--- src/rtl/ha_carry_resolver.sv ---
// Resolves a half-adder array's per-bit (sum, cout) vectors into a binary total,
// propagating one carry step per clock behind valid/ready handshakes.
module ha_carry_resolver #(
  parameter int N = 8
) (
  input  logic         clk,
  input  logic         rst,
  input  logic         in_valid,
  output logic         in_ready,
  input  logic [N-1:0] in_sum,
  input  logic [N-1:0] in_cout,
  output logic         out_valid,
  input  logic         out_ready,
  output logic [N:0]   out_result,
  output logic [7:0]   out_iters,
  output logic         out_ovf
);

  typedef enum logic [1:0] {IDLE, RUN, DONE} state_t;

  state_t       state;
  logic [N:0]   s, c;
  logic [7:0]   iters;
  logic         ovf;

  logic [N:0]   s_nxt, c_nxt;
  logic [7:0]   iters_nxt;
  logic         ovf_nxt;

  // One carry-propagation step; the carry out of bit N is dropped and flagged.
  always_comb begin
    s_nxt     = s ^ c;
    c_nxt     = (s & c) << 1;
    iters_nxt = (iters == 8'hFF) ? iters : iters + 8'd1;
    ovf_nxt   = ovf | (s[N] & c[N]);
  end

  assign in_ready = (state == IDLE);

  always_ff @(posedge clk) begin
    if (rst) begin
      state      <= IDLE;
      s          <= '0;
      c          <= '0;
      iters      <= '0;
      ovf        <= 1'b0;
      out_valid  <= 1'b0;
      out_result <= '0;
      out_iters  <= '0;
      out_ovf    <= 1'b0;
    end else begin
      case (state)
        IDLE: begin
          if (in_valid) begin
            s     <= {1'b0, in_sum};
            c     <= {in_cout, 1'b0};
            iters <= '0;
            ovf   <= 1'b0;
            // With no carries the sum vector already is the answer.
            if (in_cout == '0) begin
              state      <= DONE;
              out_valid  <= 1'b1;
              out_result <= {1'b0, in_sum};
              out_iters  <= '0;
              out_ovf    <= 1'b0;
            end else begin
              state <= RUN;
            end
          end
        end
        RUN: begin
          s     <= s_nxt;
          c     <= c_nxt;
          iters <= iters_nxt;
          ovf   <= ovf_nxt;
          if (c_nxt == '0) begin
            state      <= DONE;
            out_valid  <= 1'b1;
            out_result <= s_nxt;
            out_iters  <= iters_nxt;
            out_ovf    <= ovf_nxt;
          end
        end
        DONE: begin
          if (out_ready) begin
            state     <= IDLE;
            out_valid <= 1'b0;
          end
        end
        default: state <= IDLE;
      endcase
    end
  end

endmodule

--- config.mk ---
export PLATFORM = sky130hd
export DESIGN_NAME = ha_carry_resolver
export DESIGN_NICKNAME = d
export VERILOG_FILES = /design/src/rtl/ha_carry_resolver.sv
export SDC_FILE = /design/constraint.sdc
export NUM_CORES = 1
export LEC_CHECK = 0
export CAP_MARGIN = 20
export CORE_AREA = 2 2 79 81
export DETAILED_ROUTE_END_ITERATION = 8
export DIE_AREA = 0 0 81 83
export GPL_TIMING_DRIVEN = 0
export PLACE_DENSITY = 0.6
export SYNTH_ARGS = -nofsm -noshare
export SYNTH_HDL_FRONTEND = slang
export SYNTH_SLANG_ARGS = --single-unit
export TNS_END_PERCENT = 1
--- constraint.sdc ---
create_clock -name clk -period 2.2 [get_ports clk]
set_input_delay 0.55 -clock clk [delete_from_list [all_inputs] [get_ports clk]]
set_output_delay 0.55 -clock clk [all_outputs]
set_load 0.1 [all_outputs]
---- Word level (Yosys, flattened, before mapping) ----
Cells that the tools add are included.
storage, ports and cells
  register bits after elaboration ......... 48
  output and inout port bits .............. 20
  logic and storage cells ................. 61
operators by class
  add/sub/neg operators ................... 1
  equality and inequality tests ........... 7
  multiplexer cells ....................... 31
  bitwise operators ....................... 4
  reductions and logical operators ........ 9
operator list
  operator             number
  $pmux 9 s2           3
  $mux 9               5
  $mux 8               5
  $pmux 8 s2           2
  $logic_not 9->1      1
  $xor 9x9->9          1
  $add 8x1->8 const B  1
  $and 8x8->8          1
  $eq 8x8->1 const B   1
  $logic_not 8->1      1
  $mux 1               8
  $mux 2               4
  $ne 2x2->1 const B   3
  $pmux 2 s3           1
  $reduce_and 5->1     1
  $pmux 1 s2           2
  $reduce_and 4->1     1
  $pmux 1 s3           1
  $reduce_and 3->1     1
  $reduce_bool 3->1    1
  $eq 2x1->1 const B   1
  $eq 2x2->1 const B   1
  $logic_not 2->1      1
  $ne 2x1->1 const B   1
  4 further kinds      4

---- Longest topological paths before layout ----
Gate-level depths: netlist of the first run.
  word-level depth ........................ 4
  mapped depth ............................ 7
  gate-level depth less buffers ........... 5

---- Worst setup path after synthesis of the first run ----
Ideal clock, no wire load.
  path kind ............................... register to output
  from .................................... register state[1]
  to ...................................... output in_ready
  data arrival time ....................... 1.743 ns
  required time ........................... 1.650 ns
  path slack .............................. -0.093 ns
  stages on the path, launching flop included .. 3
  path buffers ............................ 1
  cells stage by stage .................... dfxtp_1 buf_6 nor2_1
on the way
  longest elaborated chain between the ends .. 1
RTL lines
  item                    line  text
  start, declared         21    state_t state;
  start signal, assigned  42    state <= IDLE;
  start signal, assigned  61    state <= DONE;
  start signal, assigned  67    state <= RUN;
  $logic_not 2->1         38    assign in_ready = (state == IDLE);
  end, declared           9     output logic in_ready,
No other way between the ends.

---- Worst setup path in the final report of the first run ----
  from .................................... register out_iters[2]
  to ...................................... output out_iters[2]
RTL lines
  item                    line  text
  start, declared         15    output logic [7:0] out_iters,
  start signal, assigned  80    out_iters <= iters_nxt;
No word-level cell between the ends.

==> results.sh, run 1 <==
export IMPL_min_from="out_ovf"
export IMPL_place_area_um2=2780
export IMPL_ys_seq_elements=47
export IMPL_worstSetupPathType="reg2out"
export IMPL_coreArea_um2=5820
export IMPL_syn_inst=257
export IMPL_drtIter0Drc=85
export IMPL_grt_max_degree=15
export IMPL_seq_area_frac_synth_pct=40.8
export IMPL_crit_family="buffers and inverters"
export IMPL_cts_buffers=5
export IMPL_rsz0062_at_grt="false"
export IMPL_slew_headroom_pct=35.7
export IMPL_critPathSlowestCell="dlygate4sd2_1"
export IMPL_synthFlopType="dfxtp_1"
export IMPL_hold_violations=0
export IMPL_regArea_um2=941
export IMPL_hold_path_endpoint="out_ovf"
export IMPL_synth_warnings=0
export IMPL_die_area_um2=6720
export IMPL_vdd_drop_max_v=0.000299
export IMPL_synth_area_leader_cell="dfxtp_1"
export IMPL_cp_cell_sequence="dlygate4sd2_1"
export IMPL_drt_pre_antenna_iters=4
export IMPL_multi_input_area_um2=1250
export IMPL_synthArstFlopShare_pct=0
export IMPL_ys_types=51
export IMPL_path_clk_slew_ns=0.10
export IMPL_fin_crit_sh_pct=95.2
export IMPL_drc=0
export IMPL_clockBufferDepth=2
export IMPL_r2r_slack_ns=0.35
export IMPL_track_usage_pct=20.3
export IMPL_port_buffers=38
export IMPL_setup_violations_final=0
export IMPL_min_path_cells=2
export IMPL_synth_top_cells_by_area="dfxtp_1 (41%), a311oi_1 (8.4%), nand2_1 (6.3%)"
export IMPL_insertion_delay_ns=0.31
export IMPL_yosysTopAreaCellShare_pct=40.8
export IMPL_drive_above_1_share_pct=12.9
export IMPL_hp_class="reg2reg"
export IMPL_worstPathRequired_ns=1.65
export IMPL_cp_buffers_inverters=1
export IMPL_leakage_uw=0.00114
export IMPL_syn_area_um2=2310
export IMPL_syn_to_final_growth_pct=23.8
export IMPL_antenna_found_initial=0
export IMPL_place_congestion=0.816
export IMPL_dp_hpwl_mm=4.61
export IMPL_drt_wl_total_mm=6.43
export IMPL_cp_max_fo=2
export IMPL_cts_sinks=47
export IMPL_regToRegEndpoint="out_iters[5]"
export IMPL_io_pins=40
export IMPL_antenna_cells=0
export IMPL_grt_overflow_total=0
export IMPL_dp_cells=370
export IMPL_post_cts_setup_buffers=0
export IMPL_die_x_um=81
export IMPL_chipHeight_um=83
export IMPL_tritoncts="done"
export IMPL_cts_root_buf="clkbuf_8"
export IMPL_reg2reg_depth=5
export IMPL_grt_pass1_wl_mm=10.6
export IMPL_reg2reg_from="c[4]"
export IMPL_min_period_ns=2.09
export IMPL_drv_slew=0
export IMPL_tightest_slew_ns=0.968
export IMPL_fin_area_um2=2860
export IMPL_fin_cells=378
export IMPL_h_tree_depth=2
export IMPL_status="completed"
export IMPL_vias=2133
export IMPL_max_freq_mhz=477
export IMPL_synth_edff_count=0
export IMPL_ant_nets=0
export IMPL_routed_via_density=5.64
export IMPL_grt_pass1_vias=2147
export IMPL_fillerInstances=605
export IMPL_num_rows=28
export IMPL_nNetsFinal=331
export IMPL_max_cap_violations=0
export IMPL_worstPathArrival_ns=1.54
export IMPL_wl_per_cell_um=17.0
export IMPL_syn_num_nets=286
export IMPL_worstSetupEndpointType="primary output"
export IMPL_start_util_pct=39.7
export IMPL_start_kind="flip-flop"
export IMPL_power_density_nw_per_um2=738
export IMPL_finClkSkew_ns=0.0182
export IMPL_cp_slowest_stage_delay_ns=0.87
export IMPL_avgSynthCellArea_um2=8.98
power by group:
part	leakage, µW	internal, µW	total (µW)	switching, µW
registers	0.000384	913	948	35.5
logic	0.000706	180	596	416
clock network	0.0000484	258	565	307
total	0.00114	1350	2110	758
metrics by stage:
step / total power [µW] / utilization (%) / setup TNS [ns] / setup WS, ns / hold slack (ns)
CTS: 2120 / 49.1 / 0 / 0.0959 / 0.474
finish: 2110 / 49.1 / 0 / 0.105 / 0.467
global placement: 1580 / 47.9 / -2.41 / -0.188 / 0.454
detailed placement: 1580 / 47.9 / -2.72 / -0.221 / 0.461
global route: 2220 / 49.1 / 0 / 0.00570 / 0.501
floorplan: 1400 / - / 0 / 0.395 / 0.460
synthesized netlist by cell type (6+ instances only):
cell and n:
nor2_1 27, nor3_1 11, buf_2 6, ha_1 9, dfxtp_1 47, a311oi_1 22
clkbuf_1 6, nand2_1 39, nand4_1 6, a21oi_1 14, nand3_1 6
placed cells by master, fill, tap and decap left out, drive strengths merged, types with 6 or more instances in the layout:
| cell type | netlist | layout |
|---|---|---|
| a21oi | 14 | 14 |
| buf | 11 | 11 |
| dfxtp | 47 | 47 |
| nand2 | 40 | 40 |
| nand3 | 8 | 8 |
| nand4 | 6 | 6 |
| clkbuf | 7 | 14 |
| nor2 | 27 | 27 |
| a311oi | 22 | 22 |
| clkdlybuf4s50 | 0 | 18 |
| dlygate4sd2 | 0 | 19 |
| ha | 9 | 9 |
| nor3 | 11 | 11 |
cell families after synthesis:
logic type	Yosys count	share of synthesized area (%)
AO/OA/AOI/OAI	66	22.7
XOR/XNOR	1	0.380
adder cells (fa/ha/maj)	9	4.88
buffers and inverters	20	5.15
flip-flops	47	40.8
multiplexers	3	1.36
AND/OR/NAND/NOR	111	24.8
state kept, by name, indices dropped and copies added (netlist names):
signal,count
out_valid,1
s,9
state,2
out_iters,8
out_result,9
ovf,1
iters,8
c,8
out_ovf,1
final cells by class:
cell class	instances	area share, %
multi-input combinational	190	43.8
sequential	47	32.9
timing repair buffer	38	12.5
buffer	18	3.90
tap	75	3.29
clock buffer	7	3.02
clock inverter	1	0.307
inverter	2	0.263
routing by layer:
| metal | wire (µm) | GRT usage (%) | vias to the layer above |
|---|---|---|---|
| met5 | 0 | 0 | - |
| met4 | 55 | 4.31 | 0 |
| met3 | 304 | 4.57 | 7 |
| met1 | 2930 | 26.2 | 1027 |
| li1 | - | - | 1057 |
| met2 | 3140 | 34.3 | 42 |
how the worst max path moves through the flow:
stage	slack, ns	startpoint	end	cells after the start
4_1_cts	0.1	in_valid	out_result[6]	5
3_3_place_gp	-0.19	in_valid	out_result[0]	5
3_5_place_dp	-0.22	in_valid	out_result[4]	5
5_1_grt	0.006	in_valid	out_result[6]	5
6_report	0.11	out_iters[2]	out_iters[2]	1
2_1_floorplan	0.40	state[0]	in_ready	2
what timing repair did:
action                     CTS  global route
resized for setup           22             0
hold buffers                 0             0
setup endpoints to repair   20             0
(Power assumes the default switching activity.)
==> run 2, diff against run 1 <==
RECOVER_POWER = 25   (was not set)
clock period = 2.6 ns   (was 2.2 ns; I/O delays follow)
==> run 2 against run 1 <==
  * Sequential power fell by 15%
  * Core utilization rose by 0.67 points
  * Routed wire length is 1.2% lower
  * Global-route usage down 0.58 points
  * Total power down 11%
  * Register-to-register slack improved by 0.38 ns
  * Critical endpoint is now out_result[1]
  * Largest cell class unchanged
  * Largest power group unchanged
==> results.sh, run 2 (synthesis gave the netlist of run 1 again) <==
export IMPL_routed_via_density=5.68
export IMPL_tritoncts="done"
export IMPL_drive_above_1_share_pct=11.6
export IMPL_slew_headroom_pct=34.6
export IMPL_finClkSkew_ns=0.0132
export IMPL_antenna_cells=0
export IMPL_r2r_slack_ns=0.73
export IMPL_final_setup_tns_ns=0
export IMPL_reg2reg_depth=5
export IMPL_grt_overflow_total=0
export IMPL_max_freq_mhz=407
export IMPL_fin_crit_sh_pct=94.4
export IMPL_port_buffers=38
export IMPL_dp_cells=370
export IMPL_max_cap_violations=0
export IMPL_worstSetupEndpointType="primary output"
export IMPL_fillerInstances=582
export IMPL_worstPathArrival_ns=1.81
export IMPL_setup_ws_ns=0.144
export IMPL_coreArea_um2=5820
export IMPL_crit_family="buffers and inverters"
export IMPL_min_from="out_iters[6]"
export IMPL_insertion_delay_ns=0.30
export IMPL_power_density_nw_per_um2=649
export IMPL_place_congestion=0.790
export IMPL_hp_class="reg2reg"
export IMPL_reg_largest_list="out_result (9), s (9)"
export IMPL_leakage_uw=0.00106
export IMPL_hold_path_endpoint="out_iters[6]"
export IMPL_final_common_cell="dfxtp_1"
export IMPL_multi_input_area_um2=1250
export IMPL_setup_violations_final=0
export IMPL_fin_cells=378
export IMPL_h_tree_depth=2
export IMPL_regArea_um2=941
export IMPL_grt_pass1_vias=2091
export IMPL_wl_per_cell_um=16.8
export IMPL_worstPathRequired_ns=1.95
export IMPL_nNetsFinal=331
export IMPL_min_path_cells=2
export IMPL_path_clk_slew_ns=0.09
export IMPL_cp_slowest_stage_delay_ns=1.14
export IMPL_io_pins=40
export IMPL_num_rows=28
export IMPL_cts_buffers=5
export IMPL_hold_violations=0
export IMPL_drc=0
export IMPL_antenna_found_initial=0
export IMPL_status="completed"
export IMPL_chipHeight_um=83
export IMPL_tightest_slew_ns=0.978
export IMPL_syn_to_final_growth_pct=25.5
export IMPL_post_cts_setup_buffers=0
export IMPL_die_x_um=81
export IMPL_vdd_drop_max_v=0.000267
export IMPL_min_period_ns=2.46
export IMPL_track_usage_pct=19.7
export IMPL_mostFrequentLayoutCells="dfxtp_1 (47), nand2_1 (39), clkdlybuf4s50_1 (36)"
export IMPL_cp_buffers_inverters=1
export IMPL_grt_pass1_wl_mm=10.4
export IMPL_drv_slew=0
export IMPL_start_util_pct=39.7
export IMPL_place_ws_ns=0.108
export IMPL_regToRegEndpoint="c[4]"
export IMPL_worstSetupPathType="reg2out"
export IMPL_die_area_um2=6720
export IMPL_p_total_uw=1880
export IMPL_dp_hpwl_mm=4.57
export IMPL_cts_root_buf="clkbuf_8"
export IMPL_ant_nets=0
export IMPL_drt_pre_antenna_iters=4
export IMPL_grt_max_degree=15
export IMPL_critPathSlowestCell="clkdlybuf4s50_1"
export IMPL_cp_cell_sequence="clkdlybuf4s50_1"
export IMPL_drt_wl_total_mm=6.35
export IMPL_cp_max_fo=2
export IMPL_drtIter0Drc=106
export IMPL_cts_sinks=47
export IMPL_reg2reg_from="state[1]"
export IMPL_vias=2148
export IMPL_start_kind="flip-flop"
export IMPL_rsz0062_at_grt="false"
export IMPL_clockBufferDepth=2
-- run 2: area by class of cell --
| class | count | area share (%) |
|---|---|---|
| Multi-Input combinational cell | 190 | 43.1 |
| Sequential cell | 47 | 32.5 |
| Timing Repair Buffer | 38 | 13.1 |
| Buffer | 18 | 3.76 |
| Tap cell | 75 | 3.24 |
| Clock buffer | 6 | 2.85 |
| Clock inverter | 2 | 1.21 |
| Inverter | 2 | 0.259 |
-- run 2: per-layer routing --
metal,GRT usage (%),up-vias,wire length [µm]
met5,0,-,0
met2,32.9,60,3040
met4,5.55,0,118
met1,25.4,1027,2900
met3,4.24,10,298
li1,-,1051,-
-- run 2: where the power goes --
part / switching, µW / total [µW] / internal (µW)
Clock: 252 / 563 / 311
Sequential: 30.3 / 803 / 772
Combinational: 351 / 512 / 161
-- run 2: repair_timing --
| item | 4_1_cts | 5_1_grt |
|---|---|---|
| endpoints found under the setup margin | 1 | 0 |
| endpoints found under the hold margin | 0 | 0 |
| hold buffers | 0 | 0 |
| gates resized for setup | 1 | 0 |
-- run 2: metrics by stage --
stage                     instance area [µm²]  utilization [%]  hold WS, ns
final                                    2900             49.8        0.465
after global routing                     2900             49.8        0.491
after CTS                                2900             49.8        0.472
after detailed placement                 2780             47.8        0.459
after global placement                   2780             47.8        0.456
after floorplan                          2310                -        0.460
-- run 2: how the worst max path moves through the flow --
stage | start | endpoint | slack, ns | cells past startpoint
detailed placement | in_valid | out_result[4] | 0.11 | 5
global placement | in_valid | out_result[3] | 0.11 | 5
floorplan | state[1] | in_ready | 0.21 | 2
global route | out_result[1] | out_result[1] | 0.09 | 1
CTS | out_result[1] | out_result[1] | 0.13 | 1
finish | out_result[1] | out_result[1] | 0.14 | 1
